--- src/rtl/alu_pipe_pkg.sv ---
// alu_pipe_pkg: shared opcode encodings, flag bit positions and the
// multiplier state type used by alu_pipe and alu_seq_mul.
package alu_pipe_pkg;

    typedef enum logic [3:0] {
        OP_ADD  = 4'd0,
        OP_SUB  = 4'd1,
        OP_AND  = 4'd2,
        OP_OR   = 4'd3,
        OP_XOR  = 4'd4,
        OP_SLL  = 4'd5,
        OP_SRL  = 4'd6,
        OP_SRA  = 4'd7,
        OP_SLT  = 4'd8,
        OP_SLTU = 4'd9,
        OP_MUL  = 4'd10
    } alu_op_e;

    localparam int FLAG_Z   = 0;
    localparam int FLAG_C   = 1;
    localparam int FLAG_V   = 2;
    localparam int FLAG_N   = 3;
    localparam int FLAG_ILL = 4;

    typedef enum logic [1:0] {
        IDLE,
        BUSY,
        DONE
    } mul_state_e;

endpackage

--- src/rtl/alu_seq_mul.sv ---
// alu_seq_mul: iterative shift-add multiplier, one partial product per clock.
// start is held high by the owner while its operand bundle waits; once the
// product is ready, dropping start releases the unit back to IDLE.
module alu_seq_mul
    import alu_pipe_pkg::*;
#(
    parameter int WIDTH = 32
) (
    input  logic             Clk,
    input  logic             Rst,
    input  logic             start,
    input  logic [WIDTH-1:0] a,
    input  logic [WIDTH-1:0] b,
    output logic             busy,
    output logic             done,
    output logic [WIDTH-1:0] product
);

    localparam int CW = $clog2(WIDTH);

    mul_state_e       state;
    mul_state_e       state_next;
    logic [CW-1:0]    cnt;
    logic [WIDTH-1:0] mcand;
    logic [WIDTH-1:0] mplier;
    logic [WIDTH-1:0] acc;

    // State register for the multiplier control FSM.
    always_ff @(posedge Clk or posedge Rst) begin
        if (Rst) begin
            state <= IDLE;
        end else begin
            state <= state_next;
        end
    end

    // Next-state logic: load on start, WIDTH shift-add steps, then hold until released.
    always_comb begin
        state_next = state;
        case (state)
            IDLE: if (start) state_next = BUSY;
            BUSY: if (cnt == CW'(WIDTH - 1)) state_next = DONE;
            DONE: if (!start) state_next = IDLE;
            default: state_next = IDLE;
        endcase
    end

    // Datapath: capture operands on entry to BUSY, then add and shift once per cycle.
    always_ff @(posedge Clk or posedge Rst) begin
        if (Rst) begin
            cnt    <= '0;
            mcand  <= '0;
            mplier <= '0;
            acc    <= '0;
        end else if (state == IDLE && start) begin
            cnt    <= '0;
            mcand  <= a;
            mplier <= b;
            acc    <= '0;
        end else if (state == BUSY) begin
            if (mplier[0]) acc <= acc + mcand;
            mcand  <= mcand << 1;
            mplier <= mplier >> 1;
            cnt    <= cnt + CW'(1);
        end
    end

    assign busy    = (state == BUSY);
    assign done    = (state == DONE);
    assign product = acc;

endmodule

--- src/rtl/alu_pipe.sv ---
// alu_pipe: two-stage ALU with valid/ready on both sides.
// S1 registers the operand bundle, S2 registers Result/Flags.
// Define ALU_PIPE_MUL_EN to build the iterative multiplier (opcode MUL);
// without it MUL is reported as an illegal opcode.
module alu_pipe
    import alu_pipe_pkg::*;
#(
    parameter int WIDTH = 32
) (
    input  logic             Clk,
    input  logic             Rst,
    input  logic             InValid,
    output logic             InReady,
    input  logic [3:0]       Op,
    input  logic [WIDTH-1:0] ArgA,
    input  logic [WIDTH-1:0] ArgB,
    output logic             OutValid,
    input  logic             OutReady,
    output logic [WIDTH-1:0] Result,
    output logic [4:0]       Flags
);

    localparam int SHW = $clog2(WIDTH);

    logic             s1_valid;
    logic [3:0]       s1_op;
    logic [WIDTH-1:0] s1_a;
    logic [WIDTH-1:0] s1_b;

    logic             s1_done;
    logic             s1_advance;
    logic             accept;

    logic [WIDTH-1:0] res;
    logic [4:0]       flg;
    logic [WIDTH:0]   sum_ext;
    logic             carry;
    logic             ovf;
    logic             ill;
    logic [SHW-1:0]   shamt;

`ifdef ALU_PIPE_MUL_EN
    logic             mul_start;
    logic             mul_busy;
    logic             mul_done;
    logic [WIDTH-1:0] mul_product;

    assign mul_start = s1_valid && (s1_op == OP_MUL) && !s1_advance;

    alu_seq_mul #(.WIDTH(WIDTH)) u_mul (
        .Clk     (Clk),
        .Rst     (Rst),
        .start   (mul_start),
        .a       (s1_a),
        .b       (s1_b),
        .busy    (mul_busy),
        .done    (mul_done),
        .product (mul_product)
    );

    assign s1_done = (s1_op != OP_MUL) || (mul_done && !mul_busy);
`else
    assign s1_done = 1'b1;
`endif

    // S1 leaves when its result is ready and S2 is empty or being drained.
    assign s1_advance = s1_valid && s1_done && (!OutValid || OutReady);
    assign InReady    = !s1_valid || s1_advance;
    assign accept     = InValid && InReady;
    assign shamt      = s1_b[SHW-1:0];

    // Single-cycle operations and flag generation for the bundle held in S1.
    always_comb begin
        res     = '0;
        sum_ext = '0;
        carry   = 1'b0;
        ovf     = 1'b0;
        ill     = 1'b0;
        case (s1_op)
            OP_ADD: begin
                sum_ext = {1'b0, s1_a} + {1'b0, s1_b};
                res     = sum_ext[WIDTH-1:0];
                carry   = sum_ext[WIDTH];
                ovf     = (s1_a[WIDTH-1] == s1_b[WIDTH-1]) && (res[WIDTH-1] != s1_a[WIDTH-1]);
            end
            OP_SUB: begin
                sum_ext = {1'b0, s1_a} + {1'b0, ~s1_b} + (WIDTH+1)'(1);
                res     = sum_ext[WIDTH-1:0];
                carry   = sum_ext[WIDTH];
                ovf     = (s1_a[WIDTH-1] != s1_b[WIDTH-1]) && (res[WIDTH-1] != s1_a[WIDTH-1]);
            end
            OP_AND:  res = s1_a & s1_b;
            OP_OR:   res = s1_a | s1_b;
            OP_XOR:  res = s1_a ^ s1_b;
            OP_SLL:  res = s1_a << shamt;
            OP_SRL:  res = s1_a >> shamt;
            OP_SRA:  res = $signed(s1_a) >>> shamt;
            OP_SLT:  res = {{(WIDTH-1){1'b0}}, ($signed(s1_a) < $signed(s1_b))};
            OP_SLTU: res = {{(WIDTH-1){1'b0}}, (s1_a < s1_b)};
`ifdef ALU_PIPE_MUL_EN
            OP_MUL:  res = mul_product;
`endif
            default: ill = 1'b1;
        endcase

        flg = '0;
        if (ill) begin
            flg[FLAG_ILL] = 1'b1;
            flg[FLAG_Z]   = 1'b1;
        end else begin
            flg[FLAG_Z] = (res == '0);
            flg[FLAG_C] = carry;
            flg[FLAG_V] = ovf;
            flg[FLAG_N] = res[WIDTH-1];
        end
    end

    // Operand register: load on accept, empty when the bundle moves on to S2.
    always_ff @(posedge Clk or posedge Rst) begin
        if (Rst) begin
            s1_valid <= 1'b0;
            s1_op    <= '0;
            s1_a     <= '0;
            s1_b     <= '0;
        end else if (accept) begin
            s1_valid <= 1'b1;
            s1_op    <= Op;
            s1_a     <= ArgA;
            s1_b     <= ArgB;
        end else if (s1_advance) begin
            s1_valid <= 1'b0;
        end
    end

    // Output register: frozen while stalled, refilled from S1 or emptied on drain.
    always_ff @(posedge Clk or posedge Rst) begin
        if (Rst) begin
            OutValid <= 1'b0;
            Result   <= '0;
            Flags    <= '0;
        end else if (s1_advance) begin
            OutValid <= 1'b1;
            Result   <= res;
            Flags    <= flg;
        end else if (OutReady) begin
            OutValid <= 1'b0;
        end
    end

endmodule
--- config.mk ---
export PLATFORM = sky130hd
export DESIGN_NAME = alu_pipe
export DESIGN_NICKNAME = d
export VERILOG_FILES = /design/src/rtl/alu_pipe_pkg.sv /design/src/rtl/alu_seq_mul.sv /design/src/rtl/alu_pipe.sv
export SDC_FILE = /design/constraint.sdc
export NUM_CORES = 1
export LEC_CHECK = 0
export CAP_MARGIN = 20
export CORE_MARGIN = 2
export CORE_UTILIZATION = 36
export DETAILED_ROUTE_END_ITERATION = 8
export PLACE_DENSITY_LB_ADDON = 0.15
export SYNTH_ARGS = -nofsm -noshare
export SYNTH_HDL_FRONTEND = slang
export SYNTH_SLANG_ARGS = --single-unit
--- constraint.sdc ---
create_clock -name Clk -period 7.7 [get_ports Clk]
set_input_delay 1.155 -clock Clk [delete_from_list [all_inputs] [get_ports Clk]]
set_output_delay 1.155 -clock Clk [all_outputs]
set_load 0.005 [all_outputs]
==> summary.md, run 1 <==
| Metric | Value |
|---|---|
| Status | `finished, final reports clean` |
| Post-synth EDFFs | `0` |
| Antenna viol nets, final | `0` |
| Setup Skew | `0.00971 ns` |
| Post-DP Area | `0.0156 mm2` |
| Hold Vio Cnt, Final | `0` |
| Kind of critical path | `reg2reg` |
| CTS tree | `done` |
| Post-synth ARST share | `100%` |
| DP Wirelength | `53,700 um` |
| TritonCTS Buffers | `9` |
| Synth Cell Area | `about 0.014 mm2` |
| Finished Cell Area | `between 0.015 and 0.02 mm2` |
| Clock transition at path regs | `0.08 ns` |
| # DRC | `0` |
| Reg-to-Reg Start | `s1_b[2]` |
| Port Buffers | `110` |
| Top Layer Used | `met5` |
| Vias per cell | `6.51` |
| Fmax | `between 0.15 and 0.2 GHz` |
| Initial antenna violation count | `2` |
| DRT iter0 DRCs | `2,085` |
| Top fanout value on the critical path | `67` |
| Post-CTS Setup Bufs | `0` |
| Total gr overflow | `0` |
| Total number of vias | `15,200` |
| # hold bufs at CTS | `0` |
| Synthesized Nets | `1,963` |
| Tcrit/Tclk final | `between 70% and 80%` |
| Endpoints failing setup | `0` |
| Largest net degree at the start of global routing | `79` |
| WP data arrival | `6.41 ns` |
| Area grow syn2layout | `12.8%` |
| YS warnings | `0` |
| ANT cells | `0` |
| Sequential area share after synthesis | `19.0%` |
| Yosys top cell area share | `19.0%` |
| DRT met1 WL | `approximately 30,000 um` |
| Final WL | `69,500 um` |
| Core area | `0.0386 mm2` |
| H-Tree Depth | `3` |
| Met3 wire length | `6370 um` |
| Final slew viol count | `0` |
| Area contributors post-synth | `dfrtp_1, ha_1, mux2_2, nand2_1, a21oi_1` |
| HP Class | `reg2reg` |
| Layout Cells excl Fill | `2,332` |
| Total GRT Usage | `33.9%` |
| Die height | `202 um` |
| Clock Path Buffers | `2` |
| Syn Inst Count | `approximately 1,800` |
| Met2 wire length | `30,400 um` |
| Critical Path RT | `8.03 ns` |
| Max Cap Viol | `0` |
| Unrepaired setup endpoints after global routing | `no` |
| Most frequently used flop master after synthesis | `dfrtp_1` |
| CP endpoint kind | `flip-flop` |
| Synth area leader | `dfrtp_1` |
| Post-Place Cells | `2,315` |
| Yosys reg bits | `107` |
| Cts repair resizes | `0` |
| Avg Inst Size Synth | `slightly below 8 um2` |
| Initial Util | `36.5%` |
| CP Launch Type | `flip-flop` |
| Initial DRT Pass Iterations | `5` |
| Io pins | `111` |
| Clock Tree Root | `clkbuf_16` |
| Post-synth cell types | `91` |
| Pwr/cell area | `251 mW/mm2` |
| R2r worst-path depth | `11` |
| Crit path launch | `s1_b[2]` |
| GPL Wtd Cong | `1.01` |
| Max IR drop VDD | `130 uV` |
| Wire length per cell | `29.8 um` |
| Die width | `around 200 um` |
| CTS Sinks | `approximately 110` |
| Fill cell count | `4,036` |
| Leak Pwr | `6.60 nW` |
| Worst Setup EP | `Flags[0]` |
| Total negative setup slack | `0 ns` |
| Via count of the first global-routing pass | `14,500` |
| Nets | `1,983` |
| Min Clock Period, post-route | `6.08 ns` |
| First-pass GRT wire length | `102,000 um` |
| Layout cells sized above 1 | `around an eighth` |
| Max-Slew Margin vs Limit | `7.92%` |
| Skew-Pair Late Insertion Delay | `0.41 ns` |
| Worst slew pin tran | `1.35 ns` |
| End of the worst register-to-register path | `Flags[0]` |
| # rows | `72` |
| Die area | `0.0407 mm2` |
| Worst reg-to-reg setup slack | `1.62 ns` |
kinds of logic (layout without fill, tap and decap cells):
logic type	count (synthesis)	after routing	share of synthesized area [%]
mux	190	190	18.0
buf+inv	254	279	7.65
fa+ha+maj	102	102	9.17
xor+xnor	15	15	0.933
simple gates	562	562	18.7
flops	107	107	19.0
compound gates	559	559	26.6
worst min-delay path by stage:
stage,start,end,slack (ns),depth (start not counted)
4_1_cts,Result[19],Result[19],0.48,2
6_report,Result[19],Result[19],0.47,2
3_3_place_gp,Result[19],Result[19],0.46,2
3_5_place_dp,Result[19],Result[19],0.46,2
2_1_floorplan,Result[5],Result[5],0.46,2
5_1_grt,Result[21],Result[21],0.50,2
registers in the layout, summed over array words and instances, names as in the netlist:
signal	count
Result	32
s1_a	32
s1_b	32
Flags	5
s1_op	4
OutValid	1
s1_valid	1
stage by stage:
stage	utilization, %	hold WS, ns	total power [mW]	setup slack (ns)
2_1_floorplan	-	0.463	2.40	3.34
3_3_place_gp	40.2	0.457	3.38	1.89
3_5_place_dp	40.2	0.463	3.38	1.83
4_1_cts	41.1	0.483	3.93	1.79
5_1_grt	41.1	0.503	4.22	1.48
6_report	41.1	0.473	4.00	1.62
routing by layer:
metal  GRT usage, %  vias to the layer above
met3           5.97                      130
li1               -                     6668
met5              0                        -
met2           51.6                      852
met4           13.3                        2
met1           47.7                     7539
cell type report:
cell class	count	area, um2	share of cell area [%]
timing repair buffer	159	1470	9.28
clock buffer	9	225	1.42
sequential	107	2690	16.9
clock inverter	7	95.1	0.599
tap	518	648	4.08
multi-input combinational	1428	10400	65.2
inverter	104	398	2.50
layout by cell type (no fill, tap or decap), types with 16 or more instances in the layout:
cell and count:
a22oi_1 20, nor3_1 35, clkdlybuf4s50_1 110, nand2b_1 19, ha_1 100, o31ai_1 17, nor2_1 158, mux2_2 84
nand2_1 186, buf_4 48, nand3_1 43, mux2i_1 67, o211ai_1 30, o22ai_1 26, mux4_2 29, dfrtp_1 103
and2_1 16, o21ai_0 113, inv_1 98, a21o_1 19, a211oi_1 26, a21oi_1 136, a31oi_1 19, nor4_1 17
worst max-delay path, stage by stage, from the launching register on:
cell and delay (ns):
dfrtp_4 0.80, buf_4 0.72, mux4_2 0.61, mux2i_1 0.21, o32ai_1 0.12, a2111oi_0 1.12
or4bb_1 0.50, nor4_1 0.51, nand3_1 0.16, nor4_1 0.65, a41oi_1 0.24, nor4b_2 0.29
report_power, final:
group / internal (mW) / leakage (nW) / switching, mW
combinational: 0.974 / 5.17 / 1.59
sequential: 0.684 / 1.28 / 0.219
clock: 0.262 / 0.157 / 0.266
total: 1.92 / 6.60 / 2.08
cell usage after synthesis, drive strengths merged (26+ instances only):
library cell	instances
a211oi	26
o22ai	26
nor2	159
nor3	35
a21oi	136
nand2	189
mux4	39
o211ai	30
nand3	43
dfrtp	107
o21ai	115
mux2	84
buf	58
inv	100
mux2i	67
clkbuf	92
ha	100
(Power assumes the default switching activity.)
==> run 2, diff against run 1 <==
Clock period 7.7 ns to 5.1 ns, I/O delays scaled along.
==> summary.md, run 2 (same netlist as run 1, synthesis figures left out) <==
| Metric | Value |
|---|---|
| Status | `finished, final reports clean` |
| Initial DRT Pass Iterations | `6 (+1)` |
| Vias per cell | `6.50 (-0.20%)` |
| Die height | `202 um (unchanged)` |
| R2r worst-path depth | `16 (+5)` |
| Fill cell count | `3,985 (-1.3%)` |
| Final worst slack | `0.112 ns (-1.50 ns)` |
| Skew-Pair Late Insertion Delay | `0.41 ns (about the same)` |
| DP Wirelength | `54,800 um (+1.9%)` |
| Total gr overflow | `0 (unchanged)` |
| Io pins | `111 (unchanged)` |
| Antenna viol nets, final | `0 (unchanged)` |
| Biggest registers after layout | `Result: 32 flops, s1_a: 32 flops, s1_b: 32 flops` |
| Hold_sp | `Result[5]` |
| DRT iter0 DRCs | `2,036 (-2.4%)` |
| Initial antenna violation count | `3 (+1)` |
| Leak Pwr | `6.94 nW (+5.1%)` |
| Final Util | `42.6% (+1.5 points)` |
| Hold Vio Cnt, Final | `0 (unchanged)` |
| Die width | `202 um (unchanged)` |
| Top fanout value on the critical path | `9 (-87%)` |
| Unrepaired setup endpoints after global routing | `no` |
| Clock Path Buffers | `2 (unchanged)` |
| Crit path launch | `s1_b[0]` |
| Finished Cell Area | `0.0165 mm2 (+3.7%)` |
| Kind of critical path | `reg2reg` |
| Setup Skew | `0.0100 ns (+0.000318 ns)` |
| First-pass GRT wire length | `102,000 um (+0.12%)` |
| Pwr/cell area | `376 mW/mm2 (+50%)` |
| H-Tree Depth | `3 (unchanged)` |
| Critical Path RT | `5.42 ns (-2.61 ns)` |
| Core area | `0.0386 mm2 (unchanged)` |
| Total negative setup slack | `0 ns (unchanged)` |
| CP endpoint kind | `flip-flop` |
| Total number of vias | `15,600 (+2.7%)` |
| Layout cells sized above 1 | `14.8% (+3.2 points)` |
| Largest net degree at the start of global routing | `73 (-7.6%)` |
| Worst slew pin tran | `0.973 ns (-0.373 ns)` |
| Max IR drop VDD | `213 uV (+63%)` |
| # rows | `72 (unchanged)` |
| Port Buffers | `110 (unchanged)` |
| CP Launch Type | `flip-flop` |
| Worst Hold Depth | `2 (unchanged)` |
| Fmax | `0.200 GHz (+22%)` |
| CTS Sinks | `107 (unchanged)` |
| Clock transition at path regs | `0.08 ns (about the same)` |
| Reg-to-Reg Start | `s1_b[0]` |
| GPL Wtd Cong | `1.05 (+4.3%)` |
| Die area | `0.0407 mm2 (unchanged)` |
| HP Class | `reg2reg` |
| Initial Util | `36.5% (unchanged)` |
| Tcrit/Tclk final | `97.8% (+19 points)` |
| Max Cap Viol | `0 (unchanged)` |
| Final WL | `69,100 um (-0.52%)` |
| End of the worst register-to-register path | `Flags[0]` |
| Min Clock Period, post-route | `4.99 ns (-1.10 ns)` |
| Commonest non-fill, non-tap cell in the layout | `nand2_1` |
| # DRC | `0 (unchanged)` |
| Nets | `2,048 (+3.3%)` |
| Post-DP Area | `0.0161 mm2 (+3.6%)` |
| Max-Slew Margin vs Limit | `33.3% (+25 points)` |
| Dpl ws | `-0.231 ns (-2.06 ns)` |
| TritonCTS Buffers | `9 (unchanged)` |
| Worst reg-to-reg setup slack | `0.11 ns (-1.50 ns)` |
| Clock Tree Root | `clkbuf_16` |
| Wire length per cell | `28.8 um (-3.3%)` |
| Final slew viol count | `0 (unchanged)` |
| Most frequent cells in the layout | `nand2_1, nor2_1, a21oi_1, o21ai_0, clkdlybuf4s50_1` |
| Area grow syn2layout | `16.9%` |
| WP data arrival | `5.31 ns (-1.10 ns)` |
| CTS tree | `done` |
| Hold EP | `Result[5]` |
| Via count of the first global-routing pass | `14,900 (+2.9%)` |
| Total GRT Usage | `33.6% (-0.31 points)` |
| Endpoints failing setup | `0 (unchanged)` |
-- run 2: cell types whose count changed in the layout (fill, tap and decap cells not counted), moves of 2 or more --
cell	previous run	this run
buf_12	0	5
buf_4	48	107
inv_8	2	0
diode_2	0	3
inv_6	3	5
-- run 2: cell type report --
class	instances	area, um2	share of cell area, %
Tap cell	518	648	3.94
Clock buffer	10	239	1.45
Timing Repair Buffer	224	2040	12.4
Inverter	104	398	2.42
Sequential cell	107	2690	16.3
Multi-Input combinational cell	1428	10400	63.0
Antenna cell	3	7.51	0.0456
Clock inverter	6	70.1	0.425
-- run 2: report_power, final --
part | switching (mW) | total (mW) | internal, mW
Sequential | 0.215 | 1.25 | 1.04
Clock | 0.375 | 0.774 | 0.400
Combinational | 2.56 | 4.17 | 1.61
Total | 3.15 | 6.20 | 3.05
-- run 2: worst max-delay path, cell delays in order, from the launching register on --
cell	delay, ns
dfrtp_2	0.49
buf_4	0.21
ha_1	0.21
fa_1	0.49
mux2i_1	0.07
a22o_1	0.21
a21oi_1	0.15
o21ai_0	0.18
a2111oi_2	0.56
buf_4	0.23
or4bb_1	0.45
nor4_1	0.41
buf_4	0.19
nand3_1	0.08
nor4_2	0.48
a41oi_1	0.21
nor4b_2	0.29
-- run 2: metal layers --
metal	track usage, %	routed length [um]
met5	0.595	0
met2	51.1	29800
met3	6.37	6570
met4	15.2	3440
met1	46.2	29400
-- run 2: worst max path at each step --
stage | slack (ns) | to
global route | 0.07 | Flags[0]
finish | 0.11 | Flags[0]
floorplan | 0.74 | Flags[0]
global placement | -0.22 | Flags[0]
CTS | 0.06 | Flags[0]
detailed placement | -0.23 | Flags[0]
-- run 2: through the flow --
step	hold slack, ns	std cells	total power [mW]
global route	0.506	2398	6.52
CTS	0.477	2396	6.09
detailed placement	0.461	2380	5.28
finish	0.470	2400	6.20
floorplan	0.463	1789	3.63
global placement	0.453	2379	5.28
-- run 2: what timing repair did --
| action | CTS | global route |
|---|---|---|
| resized for setup | 2 | 1 |
| buffers inserted | 0 | 1 |
| hold buffers | 0 | 0 |
| gates cloned | 0 | 0 |
| setup endpoints to repair | 1 | 1 |
